===== src/rtl/rou_master_if.sv =====
// Roubus bus-master endpoint: turns one local read/write request into a ring request
// message, waits for the tagged response (or a timeout) and reports completion.
module rou_master_if #(
  parameter int DWID = 128,
  parameter int AWID = 32,
  parameter int CWID = 8,
  parameter int WID  = 2 + DWID + AWID + CWID,
  parameter int TMO  = 1023
) (
  input  logic            clk,
  input  logic            rst_n,
  input  logic            req_wr,
  input  logic            req_rd,
  input  logic [AWID-1:0] req_addr,
  input  logic [DWID-1:0] req_wdata,
  output logic            req_busy,
  output logic            rsp_valid,
  output logic            rsp_error,
  output logic [DWID-1:0] rsp_rdata,
  output logic [15:0]     stale_cnt,
  output logic [WID-1:0]  msg_out,
  input  logic            msg_out_ack,
  input  logic [WID-1:0]  msg_in,
  output logic            msg_in_ack
);

  localparam int TW   = $clog2(TMO + 1);
  localparam int TAGW = CWID - 1;
  localparam logic [TW-1:0]   TMO_LAST = TW'(TMO - 1);
  localparam logic [TW-1:0]   TMR_ONE  = TW'(1);
  localparam logic [TAGW-1:0] TAG_ONE  = TAGW'(1);

  typedef enum logic [1:0] {S_IDLE, S_SEND, S_WAIT, S_DONE} state_t;

  state_t            r_state;
  logic [WID-1:0]    r_msg_out;
  logic              r_msg_in_ack;
  logic              r_rsp_valid;
  logic              r_rsp_error;
  logic [DWID-1:0]   r_rsp_rdata;
  logic [15:0]       r_stale_cnt;
  logic [TAGW-1:0]   r_tag;
  logic [TW-1:0]     r_timer;
  logic              r_is_rd;
  logic              r_cap_err;
  logic [DWID-1:0]   r_cap_rdata;

  logic [1:0]        w_in_cmd;
  logic [CWID-1:0]   w_in_ctrl;
  logic [DWID-1:0]   w_in_data;
  logic [AWID-1:0]   w_unused_in_addr;
  logic              w_in_present;
  logic              w_in_match;
  logic              w_timeout;

  assign w_in_cmd         = msg_in[WID-1 -: 2];
  assign w_in_ctrl        = msg_in[WID-3 -: CWID];
  assign w_unused_in_addr = msg_in[DWID +: AWID];
  assign w_in_data        = msg_in[DWID-1:0];

  // A message whose ack is already registered is consumed at the coming edge,
  // so it is not looked at a second time.
  assign w_in_present = (w_in_cmd != 2'b00) && !r_msg_in_ack;
  assign w_in_match   = (r_state == S_WAIT) && (w_in_cmd == 2'b11) &&
                        (w_in_ctrl[TAGW-1:0] == r_tag) && w_in_present;
  assign w_timeout    = (r_timer == TMO_LAST);

  always_ff @(posedge clk or negedge rst_n) begin
    if (!rst_n) begin
      r_state      <= S_IDLE;
      r_msg_out    <= '0;
      r_msg_in_ack <= 1'b0;
      r_rsp_valid  <= 1'b0;
      r_rsp_error  <= 1'b0;
      r_rsp_rdata  <= '0;
      r_stale_cnt  <= '0;
      r_tag        <= '0;
      r_timer      <= '0;
      r_is_rd      <= 1'b0;
      r_cap_err    <= 1'b0;
      r_cap_rdata  <= '0;
    end else begin
      r_msg_in_ack <= w_in_present;
      if (w_in_present && !w_in_match && (r_stale_cnt != 16'hFFFF))
        r_stale_cnt <= r_stale_cnt + 16'd1;
      r_rsp_valid <= 1'b0;
      r_rsp_error <= 1'b0;
      r_rsp_rdata <= '0;
      case (r_state)
        S_IDLE: begin
          if (req_wr) begin
            r_msg_out <= {2'b01, 1'b0, r_tag, req_addr, req_wdata};
            r_is_rd   <= 1'b0;
            r_state   <= S_SEND;
          end else if (req_rd) begin
            r_msg_out <= {2'b10, 1'b0, r_tag, req_addr, {DWID{1'b0}}};
            r_is_rd   <= 1'b1;
            r_state   <= S_SEND;
          end
        end
        S_SEND: begin
          if (msg_out_ack) begin
            r_msg_out <= '0;
            r_timer   <= '0;
            r_state   <= S_WAIT;
          end
        end
        S_WAIT: begin
          r_timer <= r_timer + TMR_ONE;
          // A match on the final timer cycle takes precedence over the timeout.
          if (w_in_match) begin
            r_cap_err   <= w_in_ctrl[CWID-1];
            r_cap_rdata <= r_is_rd ? w_in_data : '0;
            r_state     <= S_DONE;
          end else if (w_timeout) begin
            r_cap_err   <= 1'b1;
            r_cap_rdata <= '0;
            r_state     <= S_DONE;
          end
        end
        S_DONE: begin
          r_rsp_valid <= 1'b1;
          r_rsp_error <= r_cap_err;
          r_rsp_rdata <= r_cap_rdata;
          r_tag       <= r_tag + TAG_ONE;
          r_state     <= S_IDLE;
        end
        default: r_state <= S_IDLE;
      endcase
    end
  end

  assign req_busy   = (r_state != S_IDLE);
  assign rsp_valid  = r_rsp_valid;
  assign rsp_error  = r_rsp_error;
  assign rsp_rdata  = r_rsp_rdata;
  assign stale_cnt  = r_stale_cnt;
  assign msg_out    = r_msg_out;
  assign msg_in_ack = r_msg_in_ack;

endmodule


===== config.mk =====
export PLATFORM = sky130hd
export DESIGN_NAME = rou_master_if
export DESIGN_NICKNAME = d
export VERILOG_FILES = /design/src/rtl/rou_master_if.sv
export SDC_FILE = /design/constraint.sdc
export NUM_CORES = 1
export LEC_CHECK = 0
export CORE_AREA = 2 2 251 253
export CTS_CLUSTER_DIAMETER = 30
export DETAILED_ROUTE_END_ITERATION = 8
export DIE_AREA = 0 0 253 255
export GPL_ROUTABILITY_DRIVEN = 0
export PLACE_DENSITY = 0.54
export SYNTH_ARGS = -nofsm -noshare
export SYNTH_HDL_FRONTEND = slang
export SYNTH_SLANG_ARGS = --single-unit

===== constraint.sdc =====
create_clock -name clk -period 2.5 [get_ports clk]
set_input_delay 0.375 -clock clk [delete_from_list [all_inputs] [get_ports clk]]
set_output_delay 0.375 -clock clk [all_outputs]
set_load 0.02 [all_outputs]

==> results.json <==
{
  "layout.nets": 2266,
  "drt_first_iter_violations": 685,
  "worstPathRequired_ns": 3.01,
  "use_met1_pct": 19.0,
  "mean_number_of_vias_per_cell": 4.51,
  "io_pins": 653,
  "tns_ns": 0,
  "number_of_global_route_vias_before_repair": 13500,
  "min_path_type": "in -> async",
  "die_area_um2": 64500,
  "final_cell_area_um2": 28100,
  "tightestPinTransition_ns": 0.513,
  "crit-reg2reg-capture": "r_cap_rdata[30]$_DFFE_PN0P_",
  "post_synthesis_net_count": 1577,
  "synthesis.area_per_instance_um2": 13.6,
  "final_layout_size_suffix_gt1_share_pct": 12.4,
  "run_status": "finished clean",
  "maximum_number_of_pins_on_one_net_before_global_route_repair": 99,
  "relative_slew_slack_pct": 65.8,
  "antenna_found_initial": 18,
  "dp_hpwl_um": 41000,
  "timing.setup.critical_path_class": "reg -> reg",
  "grtUsageMet2_pct": 27.6,
  "synth_top_cell_area_share_pct": 69.2,
  "hold_viol_final": 0,
  "worst_case_register_to_register_setup_slack_ns": 0.18,
  "floorplan.initialDensity_pct": 27.1,
  "synth.cell_area_um2": 16800,
  "drt_pre_antenna_iters": 6,
  "maxSlewViolCount": 0,
  "top_cells_by_area_synth": "sky130_fd_sc_hd__dfrtp_1 69%, sky130_fd_sc_hd__a22o_1 13%, sky130_fd_sc_hd__and2_1 4.8%",
  "critical_path.reg2reg.startpoint": "r_tag[3]$_DFFE_PN0P_",
  "cts_tree": "done",
  "top_cell_type_by_total_area_after_synthesis": "sky130_fd_sc_hd__dfrtp_1",
  "drt-total-wl_um": 57000,
  "ctsLongestPathBuffers": 3,
  "wire_length_of_the_first_global_routing_pass_um": 84200,
  "h-tree-depth": 3,
  "vias": 12700,
  "total_leakage_power_nw": 12.7,
  "layout-area-overhead-vs-synth_pct": 67.1,
  "setup.worst_path.end_class": "flip-flop",
  "finalWorstPathRequiredPeriod_ns": 2.32,
  "route.antenna.remaining_nets": 0,
  "max_cap_violations": 0,
  "numCtsBuffers": 105,
  "cts_setup_buffers": 0,
  "die_w_um": 253,
  "setup.worst_path.start_class": "flip-flop",
  "finalPower_mw": 31.3,
  "critPathArrivalTime_ns": 2.83,
  "cts_num_sinks": 465,
  "largest_vdd_supply_drop_mv": 0.688,
  "post_synthesis_cells": 1234,
  "path_clk_slew_ns": 0.05,
  "part_of_the_yosys_area_used_for_sequential_elements_pct": 69.2,
  "global_route.usage.total_pct": 17.3,
  "max_freq_ghz": 0.431,
  "post_drt_wl_per_cell_um": 20.2,
  "worst_skew_pair.late_latency_ns": 0.63,
  "min_period_over_period_pct": 92.7,
  "grt_setup_unrepaired": "no",
  "remaining_drc_errors": 0,
  "buffer_ports.inserted": 619,
  "synth.distinct_cells": 41,
  "core_region_area_um2": 62200,
  "fp-row-count": 92,
  "synth_warnings": 0,
  "worst-r2r-cell-count": 7,
  "placement.cell_area_um2": 24300,
  "grt_busiest_layer": "met2",
  "finalClockSkew_ns": 0.0256,
  "yosys_register_bits": 465,
  "grt-ovfl-total": 0,
  "biggest_fanout_along_the_worst_timing_path": 68,
  "p_per_area_nw_per_um2": 1110,
  "die-height_um": 255,
  "report.final.setup_viol": 0,
  "gr-usage-met3_pct": 8.75,
  "root_buffer": "sky130_fd_sc_hd__clkbuf_16"
}
cell type report:
| type | count | area (µm²) |
|---|---|---|
| multi-input cells | 667 | 4780 |
| clock inverters | 59 | 801 |
| fillers | 5637 | 34100 |
| repair buffers | 673 | 6880 |
| inverters | 11 | 41.3 |
| well taps | 799 | 1000 |
| diodes | 12 | 30.0 |
| clock buffers | 133 | 2930 |
| flip-flops and latches | 465 | 11600 |
flip-flops by register name, indices dropped and copies added, names as in the netlist, 2 cells and up:
signal       count
rsp_rdata      128
r_tag            7
r_state          2
msg_out        169
r_cap_rdata    128
r_timer         10
stale_cnt       16
logic make-up after synthesis:
kind of cell	after synthesis	synth area share (%)
XOR/XNOR	31	1.61
AO/OA/AOI/OAI	322	15.5
AND/OR/NAND/NOR	298	9.96
multiplexers	7	0.454
buffers and inverters	102	2.66
adder cells (fa/ha/maj)	8	0.595
other	1	0.0223
flip-flops	465	69.2
metal layers:
| metal | share of wire, % | routed length, µm |
|---|---|---|
| met5 | 0.19 | 110 |
| met4 | 3.2 | 1820 |
| met3 | 12 | 6620 |
| met2 | 48 | 27100 |
| met1 | 37 | 21300 |
placed cells by master (no fill, tap or decap), drive strengths merged, types with 3 or more instances in the layout:
cell type,n
a21oi,9
a22o,256
and2,129
and3,6
buf,54
bufinv,14
clkbuf,133
clkdlybuf4s50,617
clkinv,27
clkinvlp,12
dfrtp,465
diode,12
ha,8
inv,17
mux2,5
nand2,57
nand2b,42
nand3,20
nand4,10
nor2,17
nor3,6
nor3b,3
nor4,4
o21ai,46
xnor2,18
xor2,13
power by group:
part,switching (mW),internal (mW)
Clock,4.42,9.72
Combinational,4.25,3.55
Sequential,0.735,8.64
Total,9.41,21.9
stage by stage:
stage                     worst slack [ns]  utilization (%)  hold WS [ns]  instances
after floorplan                      0.481                -        0.0794       1234
after global placement              -0.288             39.1         0.233       2614
after detailed placement            -0.273             39.1         0.231       2614
after CTS                            0.119             45.2         0.128       2807
after global routing                0.0206             45.2         0.144       2814
final                                0.182             45.2         0.181       2819
worst max path at each step:
stage | cells after the start | start | to | slack [ns]
3_5_place_dp | 8 | msg_in[163] | r_cap_rdata[31]$_DFFE_PN0P_ | -0.27
5_1_grt | 7 | r_tag[3]$_DFFE_PN0P_ | r_cap_rdata[49]$_DFFE_PN0P_ | 0.02
2_1_floorplan | 10 | r_state[0]$_DFFE_PN0P_ | msg_out[128]$_DFFE_PN0P_ | 0.48
4_1_cts | 7 | r_tag[3]$_DFFE_PN0P_ | r_cap_rdata[49]$_DFFE_PN0P_ | 0.12
3_3_place_gp | 8 | msg_in[163] | r_cap_rdata[46]$_DFFE_PN0P_ | -0.29
6_report | 7 | r_tag[3]$_DFFE_PN0P_ | r_cap_rdata[30]$_DFFE_PN0P_ | 0.18
what timing repair did:
action / CTS / global route
endpoints found under the hold margin: 301 / 0
hold buffers: 1 / 0
resized for setup: 2 / 0
setup endpoints to repair: 59 / 0
cells in the mapped netlist (all sizes together):
cell type	n
mux2i	2
nand4	10
xor2	13
nor3b	3
and2	129
a22o	256
ha	8
nand2	57
dfrtp	465
or3	1
a31oi	1
nand3	20
conb	1
nor3	6
nand4b	2
a32oi	1
buf	44
a32o	1
o221ai	2
nor2	17
a2111oi	1
inv	11
mux2	5
and3	6
a21boi	2
nor4	4
nor2b	1
xnor2	18
nand2b	42
a21o	2
a21oi	9
clkbuf	47
a22oi	1
o21ai	46
critical path, stage by stage (launching register included):
cell	delay [ns]
sky130_fd_sc_hd__dfrtp_1	0.49
sky130_fd_sc_hd__xor2_1	0.23
sky130_fd_sc_hd__nor4_4	0.39
sky130_fd_sc_hd__buf_4	0.20
sky130_fd_sc_hd__a31oi_1	0.10
sky130_fd_sc_hd__nand2b_4	0.20
sky130_fd_sc_hd__buf_12	0.19
sky130_fd_sc_hd__a22o_1	0.30
(Power assumes the default switching activity.)
